File: src/rtl/prio_encoder_casez_if.sv
// Request/result bundle for the registered priority encoder.
// No latency of its own; it only carries signals.
// No backpressure: requests are sampled every cycle.
interface prio_encoder_casez_if #(
  parameter int N  = 4,
  parameter int YW = 3
);
  logic [N:1]    r_amisha;
  logic [YW-1:0] y_amisha;
  logic          valid_amisha;
  logic [N:1]    grant_amisha;

  // Request source: drives requests, observes the encoded result.
  modport master (
    output r_amisha,
    input  y_amisha,
    input  valid_amisha,
    input  grant_amisha
  );

  // Encoder side: consumes requests, produces the registered result.
  modport slave (
    input  r_amisha,
    output y_amisha,
    output valid_amisha,
    output grant_amisha
  );
endinterface

File: src/rtl/prio_encoder_casez.sv
// Registered priority encoder: index (1..N) of highest set request, 0 if none.
// Latency: one clk_amisha cycle from request sample to outputs.
// No backpressure: a new result is loaded on every non-reset edge.
module prio_encoder_casez #(
  parameter int N  = 4,
  parameter int YW = 3
) (
  input logic                clk_amisha,
  input logic                reset_amisha,
  prio_encoder_casez_if.slave bus
);

  // The code must be able to represent every index 1..N plus the idle value 0.
  if (N < 1 || N > 15 || (1 << YW) <= N) begin : g_bad_cfg
    $error("prio_encoder_casez: illegal N/YW combination");
  end

  logic [YW-1:0] y_next;
  logic          valid_next;
  logic [N:1]    grant_next;

  // Scan upward so the highest set bit is the last assignment and wins;
  // lower bits are effectively don't-care once a higher one is set.
  always_comb begin
    y_next     = '0;
    grant_next = '0;
    for (int i = 1; i <= N; i++) begin
      if (bus.r_amisha[i]) begin
        y_next        = YW'(i);
        grant_next    = '0;
        grant_next[i] = 1'b1;
      end
    end
  end

  // Any request at all makes the result valid.
  always_comb begin
    valid_next = |bus.r_amisha;
  end

  // Output register; reset wins over any request in the same cycle.
  always_ff @(posedge clk_amisha) begin
    if (reset_amisha) begin
      bus.y_amisha     <= '0;
      bus.valid_amisha <= 1'b0;
      bus.grant_amisha <= '0;
    end else begin
      bus.y_amisha     <= y_next;
      bus.valid_amisha <= valid_next;
      bus.grant_amisha <= grant_next;
    end
  end

endmodule

File: src/flat_wrapper.sv
// flat-port wrapper written by rule: the top's interface ports become plain ports
module prio_encoder_casez_flat 
#(
  parameter int N  = 4,
  parameter int YW = 3
)
  (clk_amisha, reset_amisha, bus_r_amisha, bus_y_amisha, bus_valid_amisha, bus_grant_amisha);
  prio_encoder_casez_if #(.N(N), .YW(YW)) bus_i ();
  input logic clk_amisha;
  input logic reset_amisha;
  input wire logic [$bits(bus_i.r_amisha)-1:0] bus_r_amisha;
  output wire logic [$bits(bus_i.y_amisha)-1:0] bus_y_amisha;
  output wire logic [$bits(bus_i.valid_amisha)-1:0] bus_valid_amisha;
  output wire logic [$bits(bus_i.grant_amisha)-1:0] bus_grant_amisha;
  assign bus_i.r_amisha = bus_r_amisha;
  assign bus_y_amisha = bus_i.y_amisha;
  assign bus_valid_amisha = bus_i.valid_amisha;
  assign bus_grant_amisha = bus_i.grant_amisha;
  prio_encoder_casez #(.N(N), .YW(YW)) u_core (.clk_amisha(clk_amisha), .reset_amisha(reset_amisha), .bus(bus_i));
endmodule
File: config.mk
export PLATFORM = sky130hd
export DESIGN_NAME = prio_encoder_casez_flat
export DESIGN_NICKNAME = d
export VERILOG_FILES = /design/src/rtl/prio_encoder_casez_if.sv /design/src/rtl/prio_encoder_casez.sv /design/src/flat_wrapper.sv
export SDC_FILE = /design/constraint.sdc
export NUM_CORES = 1
export LEC_CHECK = 0
export ABC_CLOCK_PERIOD_IN_PS = 800
export BUFFER_PORTS_ARGS = -buffer_cell sky130_fd_sc_hd__buf_2
export CAP_MARGIN = 20
export CORE_AREA = 2 2 39 41
export DETAILED_ROUTE_END_ITERATION = 16
export DIE_AREA = 0 0 41 43
export PLACE_DENSITY = 0.39
export SYNTH_ARGS = -nofsm -noshare
export SYNTH_HDL_FRONTEND = slang
export SYNTH_SLANG_ARGS = --single-unit
File: constraint.sdc
create_clock -name clk_amisha -period 0.8 [get_ports clk_amisha]
set_input_delay 0.16 -clock clk_amisha [delete_from_list [all_inputs] [get_ports clk_amisha]]
set_output_delay 0.16 -clock clk_amisha [all_outputs]
set_load 0.05 [all_outputs]
==> results.sh, run 1 <==
export IMPL_final_min_clock_period_ns=0.904
export IMPL_period_share=1.13
export IMPL_start_kind="register"
export IMPL_p_int_mw=0.616
export IMPL_min_path_cells=2
export IMPL_drc=0
export IMPL_fmaxAchievable_mhz=1110
export IMPL_grt_use_met2=0.0844
export IMPL_p_switching_mw=0.229
export IMPL_path_class="register to output port"
export IMPL_grt_use_total=0.0673
export IMPL_grt_pass1_wl_um=662
export IMPL_layout_drive_gt1_share=0.714
export IMPL_antenna_found_initial=0
export IMPL_setup_viol_count_final=8
export IMPL_start_util=0.158
export IMPL_maxSlewHeadroom=0.873
export IMPL_seqPwrFrac=0.444
export IMPL_power_density_nw_per_um2=2110
export IMPL_p_leak_nw=0.175
export IMPL_tightest_slew_ns=0.189
export IMPL_cts_tree="built"
export IMPL_outcome="finished, violations left"
export IMPL_ir_drop_mv=0.501
export IMPL_cp_required_ns=0.64
export IMPL_grt_ovfl_total=0
export IMPL_routed_via_density=3.59
export IMPL_drt_iter0_markers=2
export IMPL_dpl_cell_area_sq_um=300
export IMPL_synth_area_per_cell_sq_um=11.5
export IMPL_rsz0062_at_grt="true"
export IMPL_cp_arrival_ns=0.74
export IMPL_fin_area_sq_um=399
export IMPL_clkPwrFrac=0.377
export IMPL_die_w_um=41
export IMPL_rows=14
export IMPL_vias=183
export IMPL_power_total_mw=0.844
export IMPL_synth_area_sq_um=219
export IMPL_dp_slack_ns=0.0744
export IMPL_path_delay_family="flip-flops"
export IMPL_die_h_um=43
export IMPL_pin_count=14
export IMPL_first_pass_iters=4
export IMPL_cts_made_buffers=3
export IMPL_grt_max_degree=6
export IMPL_top_usage_layer="met4"
export IMPL_synth_warnings=0
export IMPL_violations="negative setup slack"
export IMPL_switching_share=0.271
export IMPL_coreArea_sq_um=1380
export IMPL_drv_cap=0
export IMPL_clock_path_buffers=2
export IMPL_cts_root_buf="clkbuf_4"
export IMPL_fin_nets=42
export IMPL_clkSinkCount=7
export IMPL_setup_worst_path_end_class="output port"
export IMPL_postCtsHoldBufs=0
export IMPL_clk_pin_slew_worst_paths_ns=0.05
export IMPL_cpMaxStageDelayCell="dfxtp_4"
export IMPL_report_final_slew_viol_count=0
export IMPL_ys_seq_elements=7
export IMPL_globalRouteMet1Util=0.0514
export IMPL_totalWireLength_um=456
export IMPL_hp_class="input pin to register"
export IMPL_crit_chain="buf_8"
export IMPL_met3_usage=0.0314
export IMPL_grt_pass1_vias=173
export IMPL_final_cell_mix="6 x dfxtp_2, 5 x buf_2, 4 x buf_6, 4 x buf_8, 3 x clkbuf_4"
export IMPL_syn_num_nets=25
export IMPL_postSynthCellCount=19
export IMPL_min_from="bus_r_amisha[2]"
export IMPL_ys_seq_area_frac=0.640
export IMPL_hold_viol=0
export IMPL_diodes=0
export IMPL_hpwl_um=350
export IMPL_slowest_delay_ns=0.36
export IMPL_setup_ws_ns=-0.104
export IMPL_min_to="u_core.bus.grant_amisha[2]$_SDFF_PP0_"
export IMPL_io_buffers=13
export IMPL_gp_congestion=0.768
export IMPL_p_comb_frac=0.179
export IMPL_wire_per_inst_um=8.94
export IMPL_crit_fanout=2
export IMPL_final_common_cell="dfxtp_2"
export IMPL_die_area_sq_um=1760
export IMPL_finish_utilization=0.288
export IMPL_h_tree_depth=1
export IMPL_area_growth_pct=82.3
export IMPL_timing_hold_ws_ns=0.120
export IMPL_detail_route_antenna_nets=0
export IMPL_synth_distinct_cells=11
export IMPL_cp_buffers_inverters=1
-- cell usage after synthesis, drive strengths merged --
master | count | share of area
o21a | 1 | 0.034
and2 | 1 | 0.029
nor2b | 2 | 0.057
buf | 1 | 0.034
nor3 | 1 | 0.023
dfxtp | 7 | 0.64
a21oi | 1 | 0.023
and3 | 1 | 0.029
nor4b | 1 | 0.069
nor2 | 3 | 0.063
-- registers in the layout, indices dropped and copies added (netlist names) --
| register | count |
|---|---|
| u_core.bus.valid_amisha | 1 |
| u_core.bus.grant_amisha | 4 |
| u_core.bus.y_amisha | 2 |
-- metal layers --
metal / vias up / routed length (um)
met5: - / 0
met4: 0 / 0
met3: 0 / 19
met2: 8 / 268
li1: 93 / -
met1: 82 / 168
-- stage by stage --
step / TNS, ns / cells
CTS: -0.760 / 51
floorplan: 0 / 19
detailed placement: 0 / 47
global placement: 0 / 47
finish: -0.641 / 51
global route: -0.874 / 51
-- power groups by stage --
stage	clock network, mW	registers [mW]	logic [mW]
after global routing	0.359	0.376	0.158
after CTS	0.337	0.374	0.147
after global placement	0	0.373	0.123
final	0.318	0.375	0.151
after detailed placement	0	0.374	0.124
after floorplan	0	0.429	0.0308
-- worst max-delay path by stage --
stage / depth (start not counted) / slack [ns] / to / start
2_1_floorplan: 1 / 0.003 / bus_y_amisha[2] / u_core.bus.grant_amisha[4]$_SDFF_PP0_
3_3_place_gp: 1 / 0.08 / bus_y_amisha[2] / u_core.bus.grant_amisha[4]$_SDFF_PP0_
3_5_place_dp: 1 / 0.07 / bus_y_amisha[2] / u_core.bus.grant_amisha[4]$_SDFF_PP0_
4_1_cts: 1 / -0.12 / bus_y_amisha[2] / u_core.bus.grant_amisha[4]$_SDFF_PP0_
5_1_grt: 1 / -0.14 / bus_y_amisha[2] / u_core.bus.grant_amisha[4]$_SDFF_PP0_
6_report: 1 / -0.10 / bus_grant_amisha[3] / u_core.bus.grant_amisha[4]$_SDFF_PP0_
-- cells by family (layout without fill, tap and decap cells) --
family,after synthesis,in the layout,synth area share
buf+inv,1,17,0.0343
flops,7,7,0.640
simple gates,9,9,0.269
compound gates,2,2,0.0571
-- cell type report --
type / instances / area [sq um]
repair buffers: 13 / 130
multi-input cells: 11 / 71.3
well taps: 16 / 20.0
fillers: 151 / 985
clock buffers: 4 / 26.3
flip-flops and latches: 7 / 151
-- timing repair --
action                                  CTS  global route
resized for setup                        23             3
setup buffers                             0             0
endpoints found under the setup margin    8             8
No activity file was read; power rests on OpenSTA's default activity.
==> inputs of run 2 (changes only) <==
--- a/config.mk
+++ b/config.mk
@@ -12,6 +12,7 @@
 export DETAILED_ROUTE_END_ITERATION = 16
 export DIE_AREA = 0 0 41 43
 export PLACE_DENSITY = 0.39
+export SETUP_SLACK_MARGIN = 0.1
 export SYNTH_ARGS = -nofsm -noshare
 export SYNTH_HDL_FRONTEND = slang
 export SYNTH_SLANG_ARGS = --single-unit
==> constraint.sdc (replaced) <==
create_clock -name clk_amisha -period 0.8 [get_ports clk_amisha]
set_input_delay 0.04 -clock clk_amisha [delete_from_list [all_inputs] [get_ports clk_amisha]]
set_output_delay 0.04 -clock clk_amisha [all_outputs]
set_load 0.05 [all_outputs]
==> run 2 against run 1 <==
  * The flow finishes with violations (negative hold slack)
  * Worst hold slack worse by 0.12 ns
  * Clock power about the same
  * Count of clock-buffer cells in the layout stayed put
  * Critical path depth did not move
  * First-iteration DRC count stayed put
  * Design area grew 3.8%
  * Maximum frequency is 15% higher
==> results.sh, run 2 (synthesis results as in run 1) <==
export IMPL_cp_buffers_inverters=1
export IMPL_regMostFlops="u_core.bus.grant_amisha"
export IMPL_clkSinkCount=7
export IMPL_final_cell_mix="8 x buf_8, 6 x dfxtp_2, 5 x buf_2, 3 x clkbuf_4"
export IMPL_hp_class="input pin to register"
export IMPL_final_common_cell="buf_8"
export IMPL_multi_input_area_sq_um=71.3
export IMPL_tightest_slew_ns=0.189
export IMPL_seq_area_sq_um=151
export IMPL_totalWireLength_um=453
export IMPL_final_min_clock_period_ns=0.784
export IMPL_setup_ws_ns=0.0155
export IMPL_violations="negative hold slack"
export IMPL_setup_worst_path_end_class="output port"
export IMPL_rsz0062_at_grt="true"
export IMPL_report_final_slew_viol_count=0
export IMPL_grt_ovfl_total=0
export IMPL_pin_count=14
export IMPL_grt_max_degree=6
export IMPL_cts_made_buffers=3
export IMPL_drt_iter0_markers=2
export IMPL_die_h_um=43
export IMPL_dp_slack_ns=0.194
export IMPL_cpMaxStageDelayCell="dfxtp_4"
export IMPL_tns_ns=0
export IMPL_io_buffers=13
export IMPL_start_util=0.158
export IMPL_largest_reg_flops=4
export IMPL_path_class="register to output port"
export IMPL_start_kind="register"
export IMPL_rows=14
export IMPL_h_tree_depth=1
export IMPL_detail_route_antenna_nets=0
export IMPL_hold_viol=1
export IMPL_grt_use_total=0.0673
export IMPL_power_total_mw=0.854
export IMPL_area_growth_pct=89.1
export IMPL_drc=0
export IMPL_grt_pass1_vias=173
export IMPL_period_share=0.981
export IMPL_crit_fanout=2
export IMPL_cts_tree="built"
export IMPL_p_leak_nw=0.180
export IMPL_final_fill_count=153
export IMPL_timing_hold_ws_ns=-0.000381
export IMPL_hpwl_um=350
export IMPL_routed_via_density=3.55
export IMPL_outcome="finished, violations left"
export IMPL_wire_per_inst_um=8.88
export IMPL_first_pass_iters=5
export IMPL_die_area_sq_um=1760
export IMPL_vias=181
export IMPL_setup_viol_count_final=0
export IMPL_clk_pin_slew_worst_paths_ns=0.05
export IMPL_diodes=0
export IMPL_dpl_cell_area_sq_um=300
export IMPL_layout_drive_gt1_share=0.714
export IMPL_coreArea_sq_um=1380
export IMPL_postCtsSetupBuffers=0
export IMPL_crit_chain="buf_8"
export IMPL_cp_required_ns=0.76
export IMPL_maxSlewHeadroom=0.873
export IMPL_clock_path_buffers=2
export IMPL_power_density_nw_per_um2=2060
export IMPL_drv_cap=0
export IMPL_die_w_um=41
export IMPL_slowest_delay_ns=0.36
export IMPL_ir_drop_mv=0.515
export IMPL_path_delay_family="flip-flops"
export IMPL_largest_registers="u_core.bus.grant_amisha: 4 flops, u_core.bus.y_amisha: 2 flops, u_core.bus.valid_amisha: 1 flops"
export IMPL_antenna_found_initial=0
export IMPL_fmaxAchievable_mhz=1270
export IMPL_gp_congestion=0.768
export IMPL_fin_nets=42
export IMPL_cp_arrival_ns=0.74
export IMPL_fin_area_sq_um=414
export IMPL_grt_pass1_wl_um=662
export IMPL_cts_root_buf="clkbuf_4"
## run 2: cell types whose count changed in the layout (fill, tap and decap cells not counted)
cell / previous run / this run
buf_6: 4 / 0
buf_8: 4 / 8
## run 2: stage by stage
step	cells	hold slack, ns	utilization
after floorplan	19	0.102	-
after global placement	47	0.257	0.217
after detailed placement	47	0.269	0.217
after CTS	51	-0.00926	0.280
after global routing	51	-0.00877	0.299
final	51	-0.000381	0.299
## run 2: report_power, final
group	internal (mW)	total (mW)	switching, mW
clock network	0.190	0.319	0.128
logic	0.0670	0.159	0.0917
registers	0.366	0.377	0.0108
## run 2: cell type report
class                   count  area share
well taps                  16      0.0483
repair buffers             13       0.350
flip-flops and latches      7       0.366
clock buffers               4      0.0634
multi-input cells          11       0.172
## run 2: timing repair
item | CTS | global route
endpoints found under the hold margin | 1 | 1
setup endpoints to repair | 8 | 8
gates resized for setup | 23 | 7
## run 2: final timing paths
kind                                     to                             startpoint  slack [ns]  cells after the start
max                     bus_grant_amisha[3]  u_core.bus.grant_amisha[4]$_SDFF_PP0_        0.02                      1
min   u_core.bus.grant_amisha[2]$_SDFF_PP0_                        bus_r_amisha[2]     -0.0004                      2
## run 2: per-layer routing
metal  vias up  routed length (um)  GRT usage  share of wire
li1         93                   -          -              -
met4         0                   0      0.120              0
met1        82                 168     0.0514           0.37
met2         6                 269     0.0844           0.59
met3         0                  16     0.0314          0.035
met5         -                   0          0              0
